## src/rtl/axi_rd_pkg.sv

```systemverilog
// rtl/axi_rd_pkg.sv - shared widths, slot record and latency helper for the AR/R responder
// Purpose : common definitions imported by axi_read_responder.
// Contents: ID_W/SEQ_W/CNT_W/OLD_W widths, rd_slot_t slot record,
//           calc_latency() giving the fixed per-ID response delay.
package axi_rd_pkg;

   localparam int ID_W  = 4;
   localparam int SEQ_W = 8;
   localparam int CNT_W = 8;
   // Holds a count of older same-ID slots; DEPTH is at most 16 so 15 fits with margin.
   localparam int OLD_W = 5;

   typedef struct packed {
      logic             valid;
      logic [ID_W-1:0]  id;
      logic [SEQ_W-1:0] seq;
      logic [CNT_W-1:0] cnt;
      logic [OLD_W-1:0] older;
   } rd_slot_t;

   // Higher IDs answer faster: base + (15 - id) * step, clamped to the counter range.
   function automatic logic [CNT_W-1:0] calc_latency(input logic [ID_W-1:0] id,
                                                     input int lat_base,
                                                     input int lat_step);
      int lat;
      lat = lat_base + (((1 << ID_W) - 1) - int'(id)) * lat_step;
      if (lat > 255) lat = 255;
      return CNT_W'(lat);
   endfunction

endpackage

```

## src/rtl/rd_slot_picker.sv

```systemverilog
// rtl/rd_slot_picker.sv - combinational lowest-index-first selector
// Purpose : returns the lowest set position of a request vector.
// Ports   : i_req   [N-1:0]     request/eligible vector
//           o_idx   [IDX_W-1:0] index of lowest set bit (0 when none)
//           o_found             at least one bit set
module rd_slot_picker #(
   parameter int N     = 4,
   parameter int IDX_W = (N > 1) ? $clog2(N) : 1
) (
   input  logic [N-1:0]     i_req,
   output logic [IDX_W-1:0] o_idx,
   output logic             o_found
);

   // Scan downwards so the last hit written is the lowest index.
   always_comb begin
      o_idx   = '0;
      o_found = 1'b0;
      for (int i = N - 1; i >= 0; i--) begin
         if (i_req[i]) begin
            o_idx   = IDX_W'(i);
            o_found = 1'b1;
         end
      end
   end

endmodule

```

## src/rtl/axi_read_responder.sv

```systemverilog
// rtl/axi_read_responder.sv - out-of-order AR/R read target with per-ID latency
// Purpose : accepts read requests into DEPTH slots and returns one R beat per
//           request after a fixed per-ID delay, same-ID beats kept in issue order.
//           R data carries the 8-bit issue sequence number of the request.
// Ports   : clk, rst (async, active high)
//           s_arid_i, s_arvalid_i, s_arready_o          request channel
//           s_rdata_o, s_rid_o, s_rvalid_o, s_rready_i  response channel
module axi_read_responder
   import axi_rd_pkg::*;
#(
   parameter int DATA_WIDTH = 8,
   parameter int DEPTH      = 4,
   parameter int LAT_BASE   = 2,
   parameter int LAT_STEP   = 1
) (
   input  logic                  clk,
   input  logic                  rst,
   input  logic [ID_W-1:0]       s_arid_i,
   input  logic                  s_arvalid_i,
   output logic                  s_arready_o,
   output logic [DATA_WIDTH-1:0] s_rdata_o,
   output logic [ID_W-1:0]       s_rid_o,
   output logic                  s_rvalid_o,
   input  logic                  s_rready_i
);

   localparam int IDX_W = $clog2(DEPTH);

   rd_slot_t              r_slot [DEPTH];
   logic [SEQ_W-1:0]      r_seq;
   logic                  r_rvalid;
   logic [ID_W-1:0]       r_rid;
   logic [DATA_WIDTH-1:0] r_rdata;

   logic [DEPTH-1:0]      w_valid;
   logic [DEPTH-1:0]      w_elig;
   logic [IDX_W-1:0]      w_alloc_idx;
   logic [IDX_W-1:0]      w_issue_idx;
   logic                  w_alloc_found;
   logic                  w_issue_found;
   logic                  w_ar_fire;
   logic                  w_load_en;
   logic                  w_issue;
   logic [ID_W-1:0]       w_issue_id;
   logic [OLD_W-1:0]      w_new_older;

   always_comb begin
      w_valid = '0;
      w_elig  = '0;
      for (int k = 0; k < DEPTH; k++) begin
         w_valid[k] = r_slot[k].valid;
         // A slot leaves only when its delay has elapsed and no older same-ID slot remains.
         w_elig[k]  = r_slot[k].valid && (r_slot[k].cnt == '0) && (r_slot[k].older == '0);
      end
   end

   rd_slot_picker #(.N(DEPTH), .IDX_W(IDX_W)) u_alloc (
      .i_req   (~w_valid),
      .o_idx   (w_alloc_idx),
      .o_found (w_alloc_found)
   );

   rd_slot_picker #(.N(DEPTH), .IDX_W(IDX_W)) u_issue (
      .i_req   (w_elig),
      .o_idx   (w_issue_idx),
      .o_found (w_issue_found)
   );

   // Occupancy is the registered valid vector, so a slot freed this cycle is reused next cycle.
   assign s_arready_o = !rst && w_alloc_found;
   assign w_ar_fire   = s_arvalid_i && s_arready_o;
   assign w_load_en   = !r_rvalid || s_rready_i;
   assign w_issue     = w_load_en && w_issue_found;
   assign w_issue_id  = r_slot[w_issue_idx].id;

   // Older count for a new entry ignores a same-ID slot that is leaving this same cycle.
   always_comb begin
      w_new_older = '0;
      for (int k = 0; k < DEPTH; k++) begin
         if (r_slot[k].valid && (r_slot[k].id == s_arid_i) &&
             !(w_issue && (IDX_W'(k) == w_issue_idx)))
            w_new_older = w_new_older + OLD_W'(1);
      end
   end

   always_ff @(posedge clk or posedge rst) begin
      if (rst) begin
         for (int k = 0; k < DEPTH; k++) r_slot[k] <= '0;
         r_seq    <= '0;
         r_rvalid <= 1'b0;
         r_rid    <= '0;
         r_rdata  <= '0;
      end else begin
         for (int k = 0; k < DEPTH; k++) begin
            if (r_slot[k].valid) begin
               if (r_slot[k].cnt != '0) r_slot[k].cnt <= r_slot[k].cnt - CNT_W'(1);
               if (w_issue && (r_slot[k].id == w_issue_id) && (IDX_W'(k) != w_issue_idx) &&
                   (r_slot[k].older != '0))
                  r_slot[k].older <= r_slot[k].older - OLD_W'(1);
            end
         end

         if (w_issue) begin
            r_slot[w_issue_idx].valid <= 1'b0;
            r_rvalid <= 1'b1;
            r_rid    <= w_issue_id;
            r_rdata  <= DATA_WIDTH'(r_slot[w_issue_idx].seq);
         end else if (w_load_en) begin
            r_rvalid <= 1'b0;
         end

         if (w_ar_fire) begin
            r_slot[w_alloc_idx].valid <= 1'b1;
            r_slot[w_alloc_idx].id    <= s_arid_i;
            r_slot[w_alloc_idx].seq   <= r_seq;
            r_slot[w_alloc_idx].cnt   <= calc_latency(s_arid_i, LAT_BASE, LAT_STEP);
            r_slot[w_alloc_idx].older <= w_new_older;
            r_seq <= r_seq + SEQ_W'(1);
         end
      end
   end

   assign s_rvalid_o = r_rvalid;
   assign s_rid_o    = r_rid;
   assign s_rdata_o  = r_rdata;

endmodule

```

## config.mk

```make
export PLATFORM = sky130hd
export DESIGN_NAME = axi_read_responder
export DESIGN_NICKNAME = d
export VERILOG_FILES = /design/src/rtl/axi_rd_pkg.sv /design/src/rtl/rd_slot_picker.sv /design/src/rtl/axi_read_responder.sv
export SDC_FILE = /design/constraint.sdc
export NUM_CORES = 1
export LEC_CHECK = 0
export CELL_PAD_IN_SITES_DETAIL_PLACEMENT = 1
export CELL_PAD_IN_SITES_GLOBAL_PLACEMENT = 2
export CORE_MARGIN = 2
export CORE_UTILIZATION = 42
export DETAILED_ROUTE_END_ITERATION = 8
export HOLD_SLACK_MARGIN = 0.1
export PLACE_DENSITY_LB_ADDON = 0.1
export RECOVER_POWER = 100
export SLEW_MARGIN = 10
export SYNTH_ARGS = -nofsm -noshare
export SYNTH_HDL_FRONTEND = slang
export SYNTH_SLANG_ARGS = --single-unit
```

## constraint.sdc

```tcl
create_clock -name clk -period 8.84 [get_ports clk]
set_clock_uncertainty 0.05 [all_clocks]
set_input_delay 1.768 -clock clk [delete_from_list [all_inputs] [get_ports clk]]
set_output_delay 1.768 -clock clk [all_outputs]
set_load 0.005 [all_outputs]
```

Word-level counts from Yosys, hierarchy flattened
Index checks and enable logic that the tools add are counted.

Divide/modulo/power cells: 0. Multipliers: 0. $lt $le $gt $ge: 5. Multiplexer cells: 59. Shift-type cells: 0. Bitwise logic cells: 3. Eq/ne operators: 14. Reduce and logical (&&, ||, !) cells: 63. Add/sub/neg operators: 14.

Operators with widths (number): bitwise mux 104 bit (6); demux 26 bit (select 2 bit) (6); 2-to-1 mux 104 bit (2); 2-to-1 mux 25 bit (3); 2-to-1 mux 13 bit (5); binary-select mux 26 bit (select 2 bit) (1); 2-to-1 mux 26 bit (2); 2-to-1 mux 8 bit (6); 2-to-1 mux 5 bit (8); logical AND 1 bit (37); equality test 4 bit (8); logical NOT 8 bit (4); nonzero test 8 bit (4); subtractor 8 x 1 -> 8 bit (second input constant) (4); 2-to-1 mux 21 bit (1); logical NOT 5 bit (4); nonzero test 5 bit (4); subtractor 5 x 1 -> 5 bit (second input constant) (4); 2-to-1 mux 2 bit (8); adder 5 x 1 -> 5 bit (second input constant) (3); 2-to-1 mux 1 bit (11); greater-than comparator 6 x 9 -> 1 bit (second input constant) (1); adder 8 x 1 -> 8 bit (second input constant) (1); adder 3 x 5 -> 6 bit (first input constant) (1); 13 further kinds (24).

Memory bits (read-only): 0. Memories kept: 0. Bits in writable memories: 0. Bits of input ports: 8. Output and inout port bits: 14. Logic and storage cells: 182. Bits in latches: 0. Register bits after elaboration: 125.

Logic depth before layout (Yosys ltp)
Depth after elaboration: 25. Mapped depth: 17. Gate-level depth less buffers: 16.

Modules after synthesis
From an unflattened synthesis, not the netlist that was laid out.

Cell total of the unflattened synthesis: 771. Area total of the unflattened synthesis: 6981.7 sq um.

Modules (own cells, without submodules): axi_read_responder (area an instance 6911.6 sq um, instances 1, cells an instance 757, sequential area each 3128.0 sq um); rd_slot_picker (area an instance 35.0 sq um, instances 2, cells an instance 7, sequential area each 0.0 sq um).

Worst setup path after synthesis
Ideal clock, no wire load.

Kind: input -> register. Start point: input port s_arid_i[3]. End point: register r_slot[54] (netlist name). Data required time: 8.666 ns. Buffers on the path: 1. Path slack: 4.768 ns. Cell stages on the path: 12. Setup time: 0.124 ns. Arrival time: 3.898 ns. Cell sequence: buf_1 -> xor2_1 -> nor4_1 -> nor2b_1 -> ha_1 -> xor2_1 -> ha_1 -> inv_1 -> nor2_1 -> xnor2_1 -> or2_2 -> o31a_1.

Word-level cells in the longest chain between the ends: 12.

Ends and longest elaborated chain: start: declaration (RTL line axi_read_responder.sv:18) `input logic [ID_W-1:0] s_arid_i,`; equality test 4 bit (RTL line axi_read_responder.sv:80) `if (r_slot[k].valid && (r_slot[k].id == s_arid_i) &&`; logical AND 1 bit (2 in series) (RTL line axi_read_responder.sv:80); 2-to-1 mux 1 bit (RTL line axi_read_responder.sv:80); adder 5 x 1 -> 5 bit (RTL line axi_read_responder.sv:82) `w_new_older = w_new_older + OLD_W'(1);`; 2-to-1 mux 5 bit (RTL line axi_read_responder.sv:80); adder 5 x 1 -> 5 bit (RTL line axi_read_responder.sv:82); 2-to-1 mux 5 bit (RTL line axi_read_responder.sv:80); adder 5 x 1 -> 5 bit (RTL line axi_read_responder.sv:82); 2-to-1 mux 5 bit * (RTL line axi_read_responder.sv:80); bitwise mux 104 bit * (RTL line axi_read_responder.sv:117) `r_slot[w_alloc_idx].older <= w_new_older;`; 2-to-1 mux 104 bit * (RTL line axi_read_responder.sv:112) `if (w_ar_fire) begin`; end: declaration (RTL line axi_read_responder.sv:29) `rd_slot_t r_slot [DEPTH];`.

Mark *: on every way between the ends. The rest lies on a longest branch, timed or not. A chain may end at the register's enable or synchronous reset.

Worst setup path after layout
Start point: register r_slot[52] (netlist name). End point: register r_slot[1] (netlist name).

Word-level cells in the longest chain between the ends: 22.

Ends and longest elaborated chain: logical NOT 5 bit * (RTL line axi_read_responder.sv:53) `w_elig[k] = r_slot[k].valid && (r_slot[k].cnt == '0) && (r_slot[k].older == '0);`; logical AND 1 bit * (RTL line axi_read_responder.sv:53); branches (longest 19 deep; another with adder 5 x 1 -> 5 bit); 2-to-1 mux 104 bit * (RTL line axi_read_responder.sv:112).

Every way passes the cells marked *. The select of a mux whose other input is x is not followed.

==> out/results.ini <==
[detailed_routing]
vias=6376
routed_wl_um=24500
antenna_left=0
remaining_drc_errors=0
routedWlPerCell_um=22.6
firstDrtPassIters=5
vias_per_cell=5.87
first_iter_violations=425

[synth]
ys_seq_area_share_pct=42.8
synth_top_family_by_area=simple AND/OR/NAND/NOR gates
synth_top_area_cell=dfrtp_1
synth_common_cells=194 x nand2_1, 125 x dfrtp_1, 58 x nor2_1, 45 x a21oi_1, 41 x clkbuf_1
syn_inst=853
synth_xor_area_share_pct=7.31
synth_area_um2=7300
ys_top_cells_by_area=dfrtp_1 43%, nand2_1 10%, xnor2_1 3.7%
synth_edf_count=0
syn_area_per_cell_um2=8.56
yosysWarningCount=0
yosys.area_share.simple_pct=26.2
ys_types=77
synthAdderAreaFrac_pct=3.08
postSynth.asyncResetShare_pct=100
synth_seq_cells=125
synth_flop_cell=dfrtp_1
synthMuxAreaShare_pct=1.92
syn_nets=879
synth_most_common_cell=nand2_1
synth_top_area_share_pct=42.8
synth_compound_area_share_pct=13.8

[sta]
slew_headroom_pct=-66.5
finalSetupTns_ns=0
tightest_slew_ns=2.48
hold_violations=0
period_share_pct=63.6
fmax_mhz=178
report.final.slew_viol_count=125
rsz0062_at_grt=false
setup_viol=0
whs_ns=0.426
layout_min_cycle_time_ns=5.62

[setup_path]
crit_chain=inv_1 -> ha_1 -> or4b_2 -> nor4_1 -> nor3_1 -> nand3_1 -> nand4_1 -> or3_2 -> nor4_1 -> mux2i_1 -> mux2_1
crit_type=flip-flop to flip-flop
slowest_stage=nor4_1
cpMostUsedCell=nor4_1
cpLargestDelayFamily=simple AND/OR/NAND/NOR gates
start_kind=flip-flop
cp.required_ns=9.09
worstPathArrival_ns=5.87
max_stage_delay_ns=1.14
crit_fanout=10
critPathBufInv=1
endpoint_kind=flip-flop

[layout]
area_delta_synth_final_pct=12.3
multi_input_area_um2=3730
fin_util_pct=47.8
drive_above_1_share_pct=6.15
fillers=2062
n_antenna_cell=0
register_area_um2=3130
nets=876

[placed_design]
port_buffers=21
hpwl_um=17100
routabilityCongestion=0.922

[cts]
clock_path_buffers=2
cts_resized=0
clk-insertion-delay-late_ns=0.43
h-tree-depth=4
cts_root_buf=clkbuf_16
hold_buffers=0
cts_num_sinks=125
cts_buffers=17
cts_tree=done
clkTransAtPathRegs_ns=0.06
post-cts-setup-buffers=0

[grt]
grt_pass1_wl_um=39700
antenna_found_initial=0
grt-ovfl-total=0
grt_pass1_vias=6870
grt_start_max_net_pins=73
grt.total_usage_pct=28.7

[job]
maxCapViolCount=5

[floorplanning]
core_um2=17200
placementRows=48
dieHeight_um=136
floorplan.die_area_um2=18500
initial_core_util_pct=42.5
die_w_um=136
ios=22

[power_and_ir_drop]
p_per_area_nw_per_um2=353
p_leak_uw=0.00368
vdd.ir_drop.worst_v=0.000158

[run_status]
violations=max-capacitance violations, max-slew violations
outcome=finished, violations left

[hold_path]
min_path_type=flip-flop to flip-flop

kinds of logic (layout without fill, tap and decap cells):
kind of cell	Yosys count	after routing
flip-flops	125	125
AND/OR/NAND/NOR	395	395
adder cells (fa/ha/maj)	18	18
multiplexers	13	13
XOR/XNOR	61	61
AO/OA/AOI/OAI	151	151
buffers and inverters	90	99
final cells by class:
type,count,share of cell area (%)
multi-input combinational,638,45.5
sequential,125,38.1
clock buffer,17,5.19
clock inverter,14,2.81
tap,225,3.43
inverter,37,1.71
timing repair buffer,31,3.25
worst paths after layout:
| kind | from | slack, ns | endpoint | depth (start not counted) |
|---|---|---|---|---|
| max | r_slot[52]$_DFF_PP0_ | 3.22 | r_slot[1]$_DFF_PP0_ | 11 |
| max in group asynchronous | rst | 4.36 | r_slot[103]$_DFF_PP0_ | 3 |
| min | s_rid_o[1]$_DFFE_PP0N_ | 0.43 | s_rid_o[1]$_DFFE_PP0N_ | 2 |
| max reg2reg | r_slot[52]$_DFF_PP0_ | 3.22 | r_slot[1]$_DFF_PP0_ | 11 |
| min reg2reg | s_rid_o[1]$_DFFE_PP0N_ | 0.43 | s_rid_o[1]$_DFFE_PP0N_ | 2 |
| min in group asynchronous | rst | 2.48 | r_slot[60]$_DFF_PP0_ | 2 |
worst reg2reg max path, stage by stage (launching register included):
cell,delay [ns]
dfrtp_1,0.38
inv_1,0.12
ha_1,0.19
or4b_2,0.68
nor4_1,1.14
nor3_1,0.63
nand3_1,0.25
nand4_1,0.10
or3_2,0.45
nor4_1,0.93
mux2i_1,0.21
mux2_1,0.36
cell usage in the layout, fill, tap and decap left out, drive strengths merged, types with 6 or more instances in the layout:
cell           netlist  routed
clkdlybuf4s50        0       6
or2                  6       6
nand3b               6       6
o21ai               38      38
nor3                20      20
nor4b                6       6
mux2i                8       8
nand3               27      27
nor2                58      58
nand4               10      10
a221oi               8       8
nor3b                8       8
inv                 37      42
nand2              194     194
or3                 11      11
a21oi               46      46
dlygate4sd3          0      15
clkbuf              42      22
a31oi                6       6
nor4                18      18
o22ai                8       8
o21a                 7       7
ha                  18      18
dfrtp              125     125
nand2b               7       7
xnor2               31      31
xor2                30      30
report_power, final:
group,total [µW],switching [µW],internal [µW]
Sequential,1090,301,788
Clock,793,287,506
Combinational,1010,579,432
Total,2890,1170,1730
per-layer routing:
layer | vias up | global-route usage (%) | wire length, µm
met3 | 39 | 4.88 | 1030
met2 | 133 | 48.5 | 12000
li1 | 2932 | - | -
met5 | - | 0 | 0
met1 | 3272 | 37.2 | 10800
met4 | 0 | 10.0 | 627
stage by stage:
stage,cells,power [µW],area (µm²),setup WS [ns]
CTS,1087,2950,8330,3.92
global placement,1056,2070,7670,3.99
finish,1087,2890,8200,3.22
floorplan,853,1750,7300,3.69
detailed placement,1056,2130,7670,3.93
global route,1087,3090,8200,2.85
state kept, by name (all words and copies together) (netlist names):
name and cells:
r_slot 104, s_rdata_o 8, r_seq 8, s_rid_o 4, s_rvalid_o 1
(Power assumes the default switching activity.)
